**config.mk**
```make
export PLATFORM = sky130hd
export DESIGN_NAME = rlbp_readout_seq
export DESIGN_NICKNAME = d
export VERILOG_FILES = /design/src/rtl/rlbp_readout_seq.sv
export SDC_FILE = /design/constraint.sdc
export NUM_CORES = 1
export LEC_CHECK = 0
export CORE_MARGIN = 8
export CORE_UTILIZATION = 57
export DETAILED_ROUTE_END_ITERATION = 10
export GPL_ROUTABILITY_DRIVEN = 0
export PLACE_DENSITY = 0.86
export REMOVE_ABC_BUFFERS = 1
export SLEW_MARGIN = 5
export SYNTH_ARGS = -nofsm -noshare
export SYNTH_HDL_FRONTEND = slang
export SYNTH_SLANG_ARGS = --single-unit
```
**constraint.sdc**
```tcl
create_clock -name wb_clk_i -period 7.07 [get_ports wb_clk_i]
set_input_delay 1.0605 -clock wb_clk_i [delete_from_list [all_inputs] [get_ports wb_clk_i]]
set_output_delay 1.0605 -clock wb_clk_i [all_outputs]
set_load 0.005 [all_outputs]
```
**src/rtl/rlbp_readout_seq.sv**
```systemverilog
// Readout sequencer for the RLBP analog front-end: scans N_PIX photodiode pairs and builds an LBP code.
// Optional RLBP_CMP_SYNC_EN: 2-flop cmp synchronizer, with the CMP phase lengthened by 2 cycles.
module rlbp_readout_seq #(
  parameter int N_PIX = 12,
  parameter int CNT_W = 8
) (
  input  logic             wb_clk_i,
  input  logic             wb_rst_i,
  input  logic             start,
  input  logic             abort,
  input  logic [CNT_W-1:0] t_rst,
  input  logic [CNT_W-1:0] t_int,
  input  logic [CNT_W-1:0] t_sh,
  input  logic [CNT_W-1:0] t_cmp,
  input  logic             vref_sel_i,
  input  logic             cmp,
  output logic [N_PIX-1:0] pd_a,
  output logic [N_PIX-1:0] pd_b,
  output logic             vd1,
  output logic             vd2,
  output logic             sw1,
  output logic             sw2,
  output logic             sh,
  output logic             sh_cmp,
  output logic             sh_rst,
  output logic [4:0]       tg_sel,
  output logic             vref_sel,
  output logic             busy,
  output logic             done,
  output logic [N_PIX-1:0] code,
  output logic             code_valid
);
  localparam int IW = (N_PIX > 1) ? $clog2(N_PIX) : 1;
  localparam logic [CNT_W:0] ONE_C = (CNT_W+1)'(1);
  localparam logic [IW-1:0] ONE_I = IW'(1);
  localparam logic [IW-1:0] LAST_IDX = IW'(N_PIX - 1);
  localparam logic [4:0] TG_OTA_OUT  = 5'b00001;
  localparam logic [4:0] TG_CMP_OUT  = 5'b00100;
  localparam logic [4:0] TG_OTA_SH   = 5'b01000;
  localparam logic [4:0] TG_VREF_CMP = 5'b10000;

  typedef enum logic [2:0] {S_IDLE, S_RST, S_INTEG, S_SH, S_CMP, S_LATCH, S_DONE} state_t;

  logic cmp_s;
`ifdef RLBP_CMP_SYNC_EN
  localparam logic [CNT_W:0] CMP_EXTRA = (CNT_W+1)'(2);
  logic cmp_meta_q, cmp_sync_q;
  always_ff @(posedge wb_clk_i) begin
    if (wb_rst_i) begin
      cmp_meta_q <= 1'b0;
      cmp_sync_q <= 1'b0;
    end else begin
      cmp_meta_q <= cmp;
      cmp_sync_q <= cmp_meta_q;
    end
  end
  assign cmp_s = cmp_sync_q;
`else
  localparam logic [CNT_W:0] CMP_EXTRA = '0;
  assign cmp_s = cmp;
`endif

  // Counter load value for a phase of max(t,1)+extra cycles.
  function automatic logic [CNT_W:0] load_len(input logic [CNT_W-1:0] t, input logic [CNT_W:0] extra);
    logic [CNT_W:0] len;
    len = (t == '0) ? ONE_C : {1'b0, t};
    return len + extra - ONE_C;
  endfunction

  state_t           state_q, state_d;
  logic [CNT_W:0]   cnt_q, cnt_d;
  logic [IW-1:0]    idx_q, idx_d;
  logic [CNT_W-1:0] t_rst_q, t_rst_d, t_int_q, t_int_d, t_sh_q, t_sh_d, t_cmp_q, t_cmp_d;
  logic [N_PIX-1:0] code_q, code_d, pd_q, pd_d;
  logic             code_valid_q, code_valid_d, busy_q, busy_d, done_q, done_d;
  logic             vd1_q, vd1_d, vd2_q, vd2_d, sw1_q, sw1_d, sw2_q, sw2_d;
  logic             sh_q, sh_d, sh_cmp_q, sh_cmp_d, sh_rst_q, sh_rst_d, vref_sel_q, vref_sel_d;
  logic [4:0]       tg_sel_q, tg_sel_d;

  always_comb begin
    state_d      = state_q;
    cnt_d        = cnt_q;
    idx_d        = idx_q;
    code_d       = code_q;
    code_valid_d = code_valid_q;
    t_rst_d      = t_rst_q;
    t_int_d      = t_int_q;
    t_sh_d       = t_sh_q;
    t_cmp_d      = t_cmp_q;
    case (state_q)
      S_IDLE: if (start) begin
        state_d      = S_RST;
        cnt_d        = load_len(t_rst, '0);
        idx_d        = '0;
        code_valid_d = 1'b0;
        t_rst_d      = t_rst;
        t_int_d      = t_int;
        t_sh_d       = t_sh;
        t_cmp_d      = t_cmp;
      end
      S_RST:   if (cnt_q == '0) begin state_d = S_INTEG; cnt_d = load_len(t_int_q, '0); end
               else cnt_d = cnt_q - ONE_C;
      S_INTEG: if (cnt_q == '0) begin state_d = S_SH; cnt_d = load_len(t_sh_q, '0); end
               else cnt_d = cnt_q - ONE_C;
      S_SH:    if (cnt_q == '0) begin state_d = S_CMP; cnt_d = load_len(t_cmp_q, CMP_EXTRA); end
               else cnt_d = cnt_q - ONE_C;
      S_CMP:   if (cnt_q == '0) state_d = S_LATCH;
               else cnt_d = cnt_q - ONE_C;
      S_LATCH: begin
        code_d[idx_q] = cmp_s;
        if (idx_q == LAST_IDX) begin
          state_d      = S_DONE;
          idx_d        = '0;
          code_valid_d = 1'b1;
        end else begin
          state_d = S_RST;
          idx_d   = idx_q + ONE_I;
          cnt_d   = load_len(t_rst_q, '0);
        end
      end
      S_DONE:  state_d = S_IDLE;
      default: state_d = S_IDLE;
    endcase
    // Abort overrides everything, including a simultaneous start.
    if (abort) begin
      state_d      = S_IDLE;
      cnt_d        = '0;
      idx_d        = '0;
      code_valid_d = 1'b0;
    end

    pd_d       = '0;
    vd1_d      = 1'b0;
    vd2_d      = 1'b0;
    sw1_d      = 1'b0;
    sw2_d      = 1'b0;
    sh_d       = 1'b0;
    sh_cmp_d   = 1'b0;
    sh_rst_d   = 1'b0;
    tg_sel_d   = TG_OTA_OUT;
    busy_d     = 1'b0;
    done_d     = 1'b0;
    vref_sel_d = vref_sel_i;
    case (state_d)
      S_RST:   begin sw1_d = 1'b1; sh_rst_d = 1'b1; end
      S_INTEG: begin sw2_d = 1'b1; vd2_d = 1'b1; end
      S_SH:    begin sh_d = 1'b1; tg_sel_d = TG_OTA_SH; end
      S_CMP:   begin sh_cmp_d = 1'b1; tg_sel_d = TG_CMP_OUT; end
      S_LATCH: tg_sel_d = TG_VREF_CMP;
      S_DONE:  done_d = 1'b1;
      default: ;
    endcase
    if (state_d inside {S_RST, S_INTEG, S_SH, S_CMP, S_LATCH}) begin
      busy_d = 1'b1;
      vd1_d  = 1'b1;
      pd_d   = {{(N_PIX-1){1'b0}}, 1'b1} << idx_d;
    end
  end

  always_ff @(posedge wb_clk_i) begin
    if (wb_rst_i) begin
      state_q      <= S_IDLE;
      cnt_q        <= '0;
      idx_q        <= '0;
      t_rst_q      <= '0;
      t_int_q      <= '0;
      t_sh_q       <= '0;
      t_cmp_q      <= '0;
      code_q       <= '0;
      code_valid_q <= 1'b0;
      pd_q         <= '0;
      vd1_q        <= 1'b0;
      vd2_q        <= 1'b0;
      sw1_q        <= 1'b0;
      sw2_q        <= 1'b0;
      sh_q         <= 1'b0;
      sh_cmp_q     <= 1'b0;
      sh_rst_q     <= 1'b0;
      tg_sel_q     <= TG_OTA_OUT;
      busy_q       <= 1'b0;
      done_q       <= 1'b0;
      vref_sel_q   <= 1'b0;
    end else begin
      state_q      <= state_d;
      cnt_q        <= cnt_d;
      idx_q        <= idx_d;
      t_rst_q      <= t_rst_d;
      t_int_q      <= t_int_d;
      t_sh_q       <= t_sh_d;
      t_cmp_q      <= t_cmp_d;
      code_q       <= code_d;
      code_valid_q <= code_valid_d;
      pd_q         <= pd_d;
      vd1_q        <= vd1_d;
      vd2_q        <= vd2_d;
      sw1_q        <= sw1_d;
      sw2_q        <= sw2_d;
      sh_q         <= sh_d;
      sh_cmp_q     <= sh_cmp_d;
      sh_rst_q     <= sh_rst_d;
      tg_sel_q     <= tg_sel_d;
      busy_q       <= busy_d;
      done_q       <= done_d;
      vref_sel_q   <= vref_sel_d;
    end
  end

  assign pd_a       = pd_q;
  assign pd_b       = pd_q;
  assign vd1        = vd1_q;
  assign vd2        = vd2_q;
  assign sw1        = sw1_q;
  assign sw2        = sw2_q;
  assign sh         = sh_q;
  assign sh_cmp     = sh_cmp_q;
  assign sh_rst     = sh_rst_q;
  assign tg_sel     = tg_sel_q;
  assign vref_sel   = vref_sel_q;
  assign busy       = busy_q;
  assign done       = done_q;
  assign code       = code_q;
  assign code_valid = code_valid_q;
endmodule
```
### Yosys cells after proc, flatten, opt, wreduce, memory -nomap -nowiden

Index checks and enable logic that the tools add are counted.

| storage, ports and cells | value |
|---|---|
| register bits | 85 |
| input port bits | 38 |
| output and inout port bits | 52 |
| logic and storage cells | 98 |

| operators by class | value |
|---|---|
| add/subtract/negate cells | 7 |
| order comparisons | 2 |
| equal/unequal tests | 16 |
| shift-type cells | 1 |
| mux-type cells | 37 |
| bitwise logic cells | 1 |
| reduce and logical (&&, ||, !) cells | 16 |

Operators by type and width:

| cell | count |
|---|---|
| $mux W9 | 6 |
| $pmux W9 S6 | 1 |
| $sub A8 B1 Y9 const B | 5 |
| $logic_not A8 Y1 | 5 |
| $mux W8 | 5 |
| $mux W3 | 7 |
| $pmux W3 S6 | 1 |
| $eq A3 B3 Y1 const B | 5 |
| $pmux W5 S3 | 1 |
| $bwmux W12 | 1 |
| $eq A3 B2 Y1 const B | 4 |
| $mux W4 | 3 |
| $shl A1 B4 Y12 const A | 1 |
| $logic_not A9 Y1 | 1 |
| $mux W1 | 9 |
| $sub A9 B1 Y9 const B | 1 |
| $ne A2 B2 Y1 const B | 4 |
| $pmux W4 S2 | 1 |
| $eq A3 B1 Y1 const B | 2 |
| $reduce_bool A6 Y1 | 1 |
| $lt A4 B5 Y1 const B | 1 |
| $reduce_bool A5 Y1 | 1 |
| $add A4 B1 Y4 const B | 1 |
| $demux W1 S4 | 1 |
| 11 further kinds | 12 |

### Longest topological paths before layout

Gate-level depths: netlist of run 1.

| logic depth | value |
|---|---|
| depth after elaboration | 8 |
| mapped depth | 12 |

### Least setup slack after synthesis of run 1

OpenSTA, ideal clock, no wires.

| timing path | value |
|---|---|
| kind | in2reg |
| start | input port t_rst[2] |
| end | register cnt_q[4] |
| setup time | 128 ps |
| arrival time | 2,753 ps |
| slack | 4,189 ps |
| stages on the path | 12 |
| buffers on the path | 3 |
| cells stage by stage | clkbuf_1 -> nor3_1 -> a211oi_1 -> or2_1 -> clkbuf_4 -> ha_1 -> clkbuf_1 -> nand2_1 -> xor2_1 -> nor2_1 -> a211oi_1 -> o41ai_1 |

| between the ends | value |
|---|---|
| cells in the longest elaborated chain, start to end | 5 |

Ends and longest elaborated chain:

| element | RTL line | RTL |
|---|---|---|
| start, declared | 11 | `input logic [CNT_W-1:0] t_rst,` |
| $logic_not A8 Y1 | 66 | `len = (t == '0) ? ONE_C : {1'b0, t};` |
| $mux W8 * | 66 |  |
| $sub A8 B1 Y9 * | 67 | `return len + extra - ONE_C;` |
| $mux W9 * | 91 | `S_IDLE: if (start) begin` |
| $pmux W9 S6 * | 90 | `case (state_q)` |
| end signal, assigned | 185 | `cnt_q <= cnt_d;` |
| end, declared | 71 | `logic [CNT_W:0] cnt_q, cnt_d;` |

Mark *: on every way between the ends. The rest lies on a longest branch, timed or not. The select of a mux whose other input is x is not followed.
A chain may end at the register's enable or synchronous reset.

### Worst setup path in the final report of run 1

| timing path | value |
|---|---|
| start | input port start |
| end | register pd_q[8] (netlist: pd_a[8]) |

| between the ends | value |
|---|---|
| cells in the longest elaborated chain, start to end | 7 |
| elaborated cells between the ends (all ways) | 15 |
| classes of those cells | eq/ne (5); shift (1); mux (6); bitwise (1); reduce/logical (2) |

Ends and longest elaborated chain:

| element | RTL line | RTL |
|---|---|---|
| start, declared | 9 | `input logic start,` |
| $mux W3 | 91 |  |
| $pmux W3 S6 | 90 |  |
| $mux W3 | 125 | `if (abort) begin` |
| $eq A3 B1 Y1, or another cell as far along | 153 | `if (state_d inside {S_RST, S_INTEG, S_SH, S_CMP, S_LATCH}) begin` |
| $reduce_bool A5 Y1 | 153 |  |
| $not A1 Y1 (no line) | - |  |
| $reduce_or A2 Y1 (no line) | - |  |
| end signal, assigned | 193 | `pd_q <= pd_d;` |
| end, declared | 74 | `logic [N_PIX-1:0] code_q, code_d, pd_q, pd_d;` |

Parallel ways exist; a longest one is shown, timed or not.

==> flow_summary.yaml, run 1 <==
global_route:
  grt-ovfl-total: 0
  grt_pass1_vias: 4364
  grt_max_degree: 48
  grt_usage: 0.213
  grt_pass1_wl_microns: 20300
  antenna_found_initial: 0
layout:
  multi_input_area_sq_um: 2670
  final_layout_size_suffix_gt1_frac: 0.0611
  seqCellArea_sq_um: 1680
  area_delta_synth_final_pct: 19.3
  nFillCells: 650
  antenna_cells: 0
  final_nets: 698
yosys:
  synth_top_area_share: 0.354
  syn-cell-area_sq_um: 4740
  synth_async_sr_flop_share: 0
  yosysSeqAreaShare: 0.354
  ys.flop_type: "dfxtp_1"
  syn-instance-count: 604
  synth-seq-cells: 84
  synth-edff-count: 0
  ys_warn_count: 0
  yosysMostFrequentCell: "nand2_1"
  synth_area_leaders: "dfxtp_1, nand2_1, a21oi_1, nor2_1, buf_4"
  synth.avg_cell_area_sq_um: 7.86
  synth_top_area_cell: "dfxtp_1"
  yosys-top-cells-count: "nand2_1, dfxtp_1, a21oi_1"
  synth_cell_types: 75
placement:
  dp_worst_setup_slack_ns: 3.48
  hpwl_microns: 8890
  numPortBuffers: 88
power:
  power_density_nw_per_um2: 197
  p_leak_uw: 0.00199
  power_uw: 1110
  irDropWorstVdd_uv: 115
timing:
  period_minus_slack_ns: 3.24
  slew_headroom: 0.205
  final_hold_viol_count: 0
  worst_pin_slew_ns: 1.19
  maxSlewViolCount: 0
  rsz0062_at_grt: "false"
  layout_setup_ws_ns: 3.83
  skew_ns: 0.0136
  setup_tns_ns: 0
  period_share: 0.458
  fmax_ghz: 0.309
  setup_viol: 0
route:
  wl_per_cell_microns: 16.3
  vias_per_cell: 6.04
  drt_iter0_markers: 465
  antenna_left: 0
  num_vias: 4591
  dr.pass1.iters: 6
  drc: 0
  wirelength_microns: 12400
clocking:
  cts_made_buffers: 9
  clk_latency_ns: 0.37
  cts.sinks: 84
  clk_pin_slew_ns: 0.09
  htreeDepth: 3
  ctsHoldBuffers: 0
  cts_tree: "done"
  clockBufferDepth: 2
  post_cts_resized: 0
  cts_root_buffer: "clkbuf_8"
  cts_setup_buffers: 0
worst_setup_path:
  start_kind: "primary input"
  cp_max_fo: 36
  worst-setup-path-type: "in2reg"
  cp-end-kind: "register"
  required_ns: 7.35
  crit_arrival_ns: 3.52
die:
  io_pins: 90
  rows: 33
  die_h_microns: 107
  dieArea_sq_um: 11500
  core_sq_um: 8130
  initial_utilization: 0.583
  die_x_microns: 107
status:
  status: "finished clean"
min_path:
  worstHoldPathType: "reg2reg"
run:
  cap_violations: 0
==> layout by cell type, fill, tap and decap left out, types with 5 or more instances in the layout <==
cell type and count:
a211oi_1 8, a21oi_1 63, clkbuf_8 9, clkdlybuf4s50_1 88, dfxtp_1 84, ha_1 10
inv_1 11, nand2_1 118, nand2b_1 6, nand3_1 22, nor2_1 43, nor2b_1 5
nor3_1 20, nor3b_1 5, nor4_1 16, o211ai_1 6, o21ai_0 14, o22ai_1 6
o31ai_1 5, xnor2_1 12, xor2_1 7
==> power by group <==
part / total, uW / switching, uW / internal [uW]
logic: 217 / 123 / 93.9
registers: 511 / 21.5 / 489
clock network: 385 / 183 / 203
total: 1110 / 327 / 786
==> through the flow <==
step                hold WS (ns)  std cells  utilization  area, sq um
detailed placement         0.448        744        0.668         5440
floorplan                  0.431        547            -         4390
CTS                        0.461        760        0.696         5660
global route               0.485        760        0.696         5660
finish                     0.459        760        0.696         5660
global placement           0.442        744        0.668         5440
==> area by class of cell <==
cell class / instances / share of cell area
clock buffer: 10 / 0.0226
clock inverter: 6 / 0.0168
inverter: 11 / 0.00730
multi-input combinational: 452 / 0.472
sequential: 84 / 0.297
tap: 105 / 0.0232
timing repair buffer: 92 / 0.161
==> path summary, 6_finish.rpt <==
check | startpoint | endpoint | slack [ns] | cells past startpoint
worst min-delay path | code[10]$_SDFFE_PP0P_ | code[10]$_SDFFE_PP0P_ | 0.46 | 2
worst max-delay path | start | pd_a[8]$_SDFF_PP0_ | 3.83 | 6
worst min register to register | code[10]$_SDFFE_PP0P_ | code[10]$_SDFFE_PP0P_ | 0.46 | 2
worst max register to register | state_q[1]$_SDFF_PP0_ | pd_a[11]$_SDFF_PP0_ | 4.10 | 6
==> state kept, by name, indices dropped and copies added (netlist names) <==
register / flops
t_int_q: 8
code: 12
tg_sel: 4
sh: 1
state_q: 3
t_cmp_q: 8
pd_a: 12
sh_rst: 1
t_sh_q: 8
code_valid: 1
cnt_q: 9
sw2: 1
t_rst_q: 8
idx_q: 4
sh_cmp: 1
done: 1
vref_sel: 1
vd1: 1
==> kinds of logic after synthesis <==
logic type	Yosys count	share of synthesized area
buffers and inverters	68	0.0839
other	1	0.000790
xor gates and xnor gates	19	0.0351
and+or+nand+nor	273	0.283
DFF	84	0.354
AOI/OAI and AO/OA	143	0.203
muxes	6	0.0134
adders and majority gates	10	0.0264
==> worst max-delay path, stage by stage <==
cell,delay (ns)
clkdlybuf4s50_1,0.50
or4b_1,0.97
nand3_1,0.31
o21a_1,0.24
nand3_1,0.18
nor4_1,0.24
==> per-layer routing <==
metal | vias up | global-route usage | wire length (microns)
met1 | 2098 | 0.253 | 5130
li1 | 2225 | - | -
met4 | 0 | 0.0854 | 317
met5 | - | 0 | 0
met2 | 229 | 0.352 | 5840
met3 | 39 | 0.0636 | 1080
Power figures use the tool's default switching activity.
==> inputs of run 2 (changes only) <==
--- a/config.mk
+++ b/config.mk
@@ -6,10 +6,10 @@
 export NUM_CORES = 1
 export LEC_CHECK = 0
 export CORE_MARGIN = 8
-export CORE_UTILIZATION = 57
+export CORE_UTILIZATION = 48
 export DETAILED_ROUTE_END_ITERATION = 10
 export GPL_ROUTABILITY_DRIVEN = 0
-export PLACE_DENSITY = 0.86
+export PLACE_DENSITY = 0.77
 export REMOVE_ABC_BUFFERS = 1
 export SLEW_MARGIN = 5
 export SYNTH_ARGS = -nofsm -noshare
==> constraint.sdc (replaced) <==
create_clock -name wb_clk_i -period 2.9 [get_ports wb_clk_i]
set_input_delay 0.435 -clock wb_clk_i [delete_from_list [all_inputs] [get_ports wb_clk_i]]
set_output_delay 0.435 -clock wb_clk_i [all_outputs]
set_load 0.005 [all_outputs]
==> flow_summary.yaml, run 2 (same netlist as run 1, synthesis figures left out) <==
power:
  irDropWorstVdd_uv: 247
  switchingPower_uw: 821
  power_frac_seq: 0.468
  p_leak_uw: 0.00205
  power_uw: 2670
  p_int_uw: 1840
  clockPowerShare: 0.324
  power_density_nw_per_um2: 462
  p_comb_frac: 0.209
  swShare: 0.308
status:
  status: "finished clean"
placement:
  numPortBuffers: 88
  placed_cells: 785
  hpwl_microns: 9670
layout:
  final_common_cell: "nand2_1"
  finalNonFillerCells: 802
  final_layout_size_suffix_gt1_frac: 0.0807
  mostFrequentLayoutCells: "nand2_1, clkdlybuf4s50_1, dfxtp_1"
  antenna_cells: 0
  area_delta_synth_final_pct: 21.7
  final_nets: 712
clocking:
  cts.sinks: 84
  cts_tree: "done"
  clk_pin_slew_ns: 0.09
  ctsHoldBuffers: 0
  cts_made_buffers: 9
  cts_root_buffer: "clkbuf_8"
  clockBufferDepth: 2
  clk_latency_ns: 0.36
  htreeDepth: 3
route:
  antenna_left: 0
  wirelength_microns: 13000
  wl_per_cell_microns: 16.2
  drc: 0
  vias_per_cell: 5.83
  num_vias: 4676
  drt_iter0_markers: 408
  dr.pass1.iters: 5
global_route:
  grt_pass1_vias: 4409
  grt_usage: 0.191
  grt_pass1_wl_microns: 20800
  grt-ovfl-total: 0
  antenna_found_initial: 0
  grt_max_degree: 46
die:
  die_h_microns: 115
  io_pins: 90
  die_x_microns: 115
  rows: 36
  dieArea_sq_um: 13300
  initial_utilization: 0.490
  core_sq_um: 9680
timing:
  slew_headroom: 0.411
  skew_ns: 0.00948
  worst_pin_slew_ns: 0.877
  whs_ns: 0.462
  period_minus_slack_ns: 2.70
  period_share: 0.932
  rsz0062_at_grt: "false"
  maxSlewViolCount: 0
  setup_viol: 0
  fmax_ghz: 0.370
  final_hold_viol_count: 0
worst_setup_path:
  required_ns: 3.15
  worst-setup-path-type: "reg2reg"
  crit_arrival_ns: 2.95
  reg2reg_slack_ns: 0.20
  r2r-end: "cnt_q[6]$_SDFFE_PP0P_"
  cp-end-kind: "register"
  reg2reg_from: "t_cmp_q[4]$_SDFFE_PP0P_"
  start_kind: "register"
  reg2reg_depth: 10
  cp_max_fo: 7
min_path:
  hold_path_depth: 2
  min-delay-start: "code[2]$_SDFFE_PP0P_"
  worstHoldPathType: "reg2reg"
  min_to: "code[2]$_SDFFE_PP0P_"
run:
  cap_violations: 0
==> run 2: changes by cell type in the layout (fill, tap and decap cells not counted), sizes merged <==
cell and change:
bufinv -1, buf +14, clkinv +1
==> run 2: worst max-delay path by stage <==
stage	startpoint	end	slack (ns)	depth (start not counted)
5_1_grt	t_cmp_q[4]$_SDFFE_PP0P_	cnt_q[6]$_SDFFE_PP0P_	0.008	10
4_1_cts	t_sh_q[4]$_SDFFE_PP0P_	cnt_q[6]$_SDFFE_PP0P_	0.22	9
3_5_place_dp	t_rst[3]	cnt_q[4]$_SDFFE_PP0P_	0.08	10
3_3_place_gp	t_rst[3]	cnt_q[4]$_SDFFE_PP0P_	0.21	10
6_report	t_cmp_q[4]$_SDFFE_PP0P_	cnt_q[6]$_SDFFE_PP0P_	0.20	10
2_1_floorplan	state_q[0]$_SDFF_PP0_	cnt_q[4]$_SDFFE_PP0P_	-0.05	9
==> run 2: metal layers <==
layer  routed length [microns]  GRT usage  up-vias
li1                          -          -     2243
met1                      5440      0.225     2154
met2                      6080      0.323      228
met3                      1080     0.0537       51
met4                       373     0.0718        0
met5                         0          0        -
==> run 2: timing repair <==
action | 4_1_cts | 5_1_grt
setup buffers | 0 | 1
endpoints found under the setup margin | 0 | 2
resized for setup | 0 | 0
==> run 2: stage by stage <==
step | util | setup WS, ns | cell area [sq um] | TNS (ns)
finish | 0.596 | 0.199 | 5770 | 0
global route | 0.596 | 0.00757 | 5770 | 0
CTS | 0.595 | 0.223 | 5770 | 0
detailed placement | 0.575 | 0.0815 | 5570 | 0
global placement | 0.575 | 0.210 | 5570 | 0
floorplan | - | -0.0455 | 4390 | -0.0455
==> run 2: final cells by class <==
class / count / area [sq um]
Tap cell: 133 / 166
Multi-Input combinational cell: 452 / 2670
Fill cell: 866 / 3910
Inverter: 11 / 41.3
Timing Repair Buffer: 106 / 1020
Clock buffer: 10 / 128
Sequential cell: 84 / 1680
Clock inverter: 6 / 71.3
==> run 2: power groups by stage <==
| stage | logic [uW] | clock network [uW] | registers [uW] |
|---|---|---|---|
| 4_1_cts | 546 | 866 | 1240 |
| 3_3_place_gp | 526 | 0 | 1270 |
| 6_report | 556 | 864 | 1250 |
| 5_1_grt | 606 | 928 | 1250 |
| 2_1_floorplan | 340 | 0 | 1260 |
| 3_5_place_dp | 542 | 0 | 1270 |
==> run 2: worst max-delay path, stage by stage (launching register included) <==
cell and delay (ns):
dfxtp_1 0.47, nor4_1 0.10, buf_4 0.15, a21oi_1 0.18
ha_1 0.21, nor3b_1 0.54, a21oi_1 0.15, nor4_1 0.35
o22ai_1 0.15, o211ai_1 0.19, a21oi_1 0.09
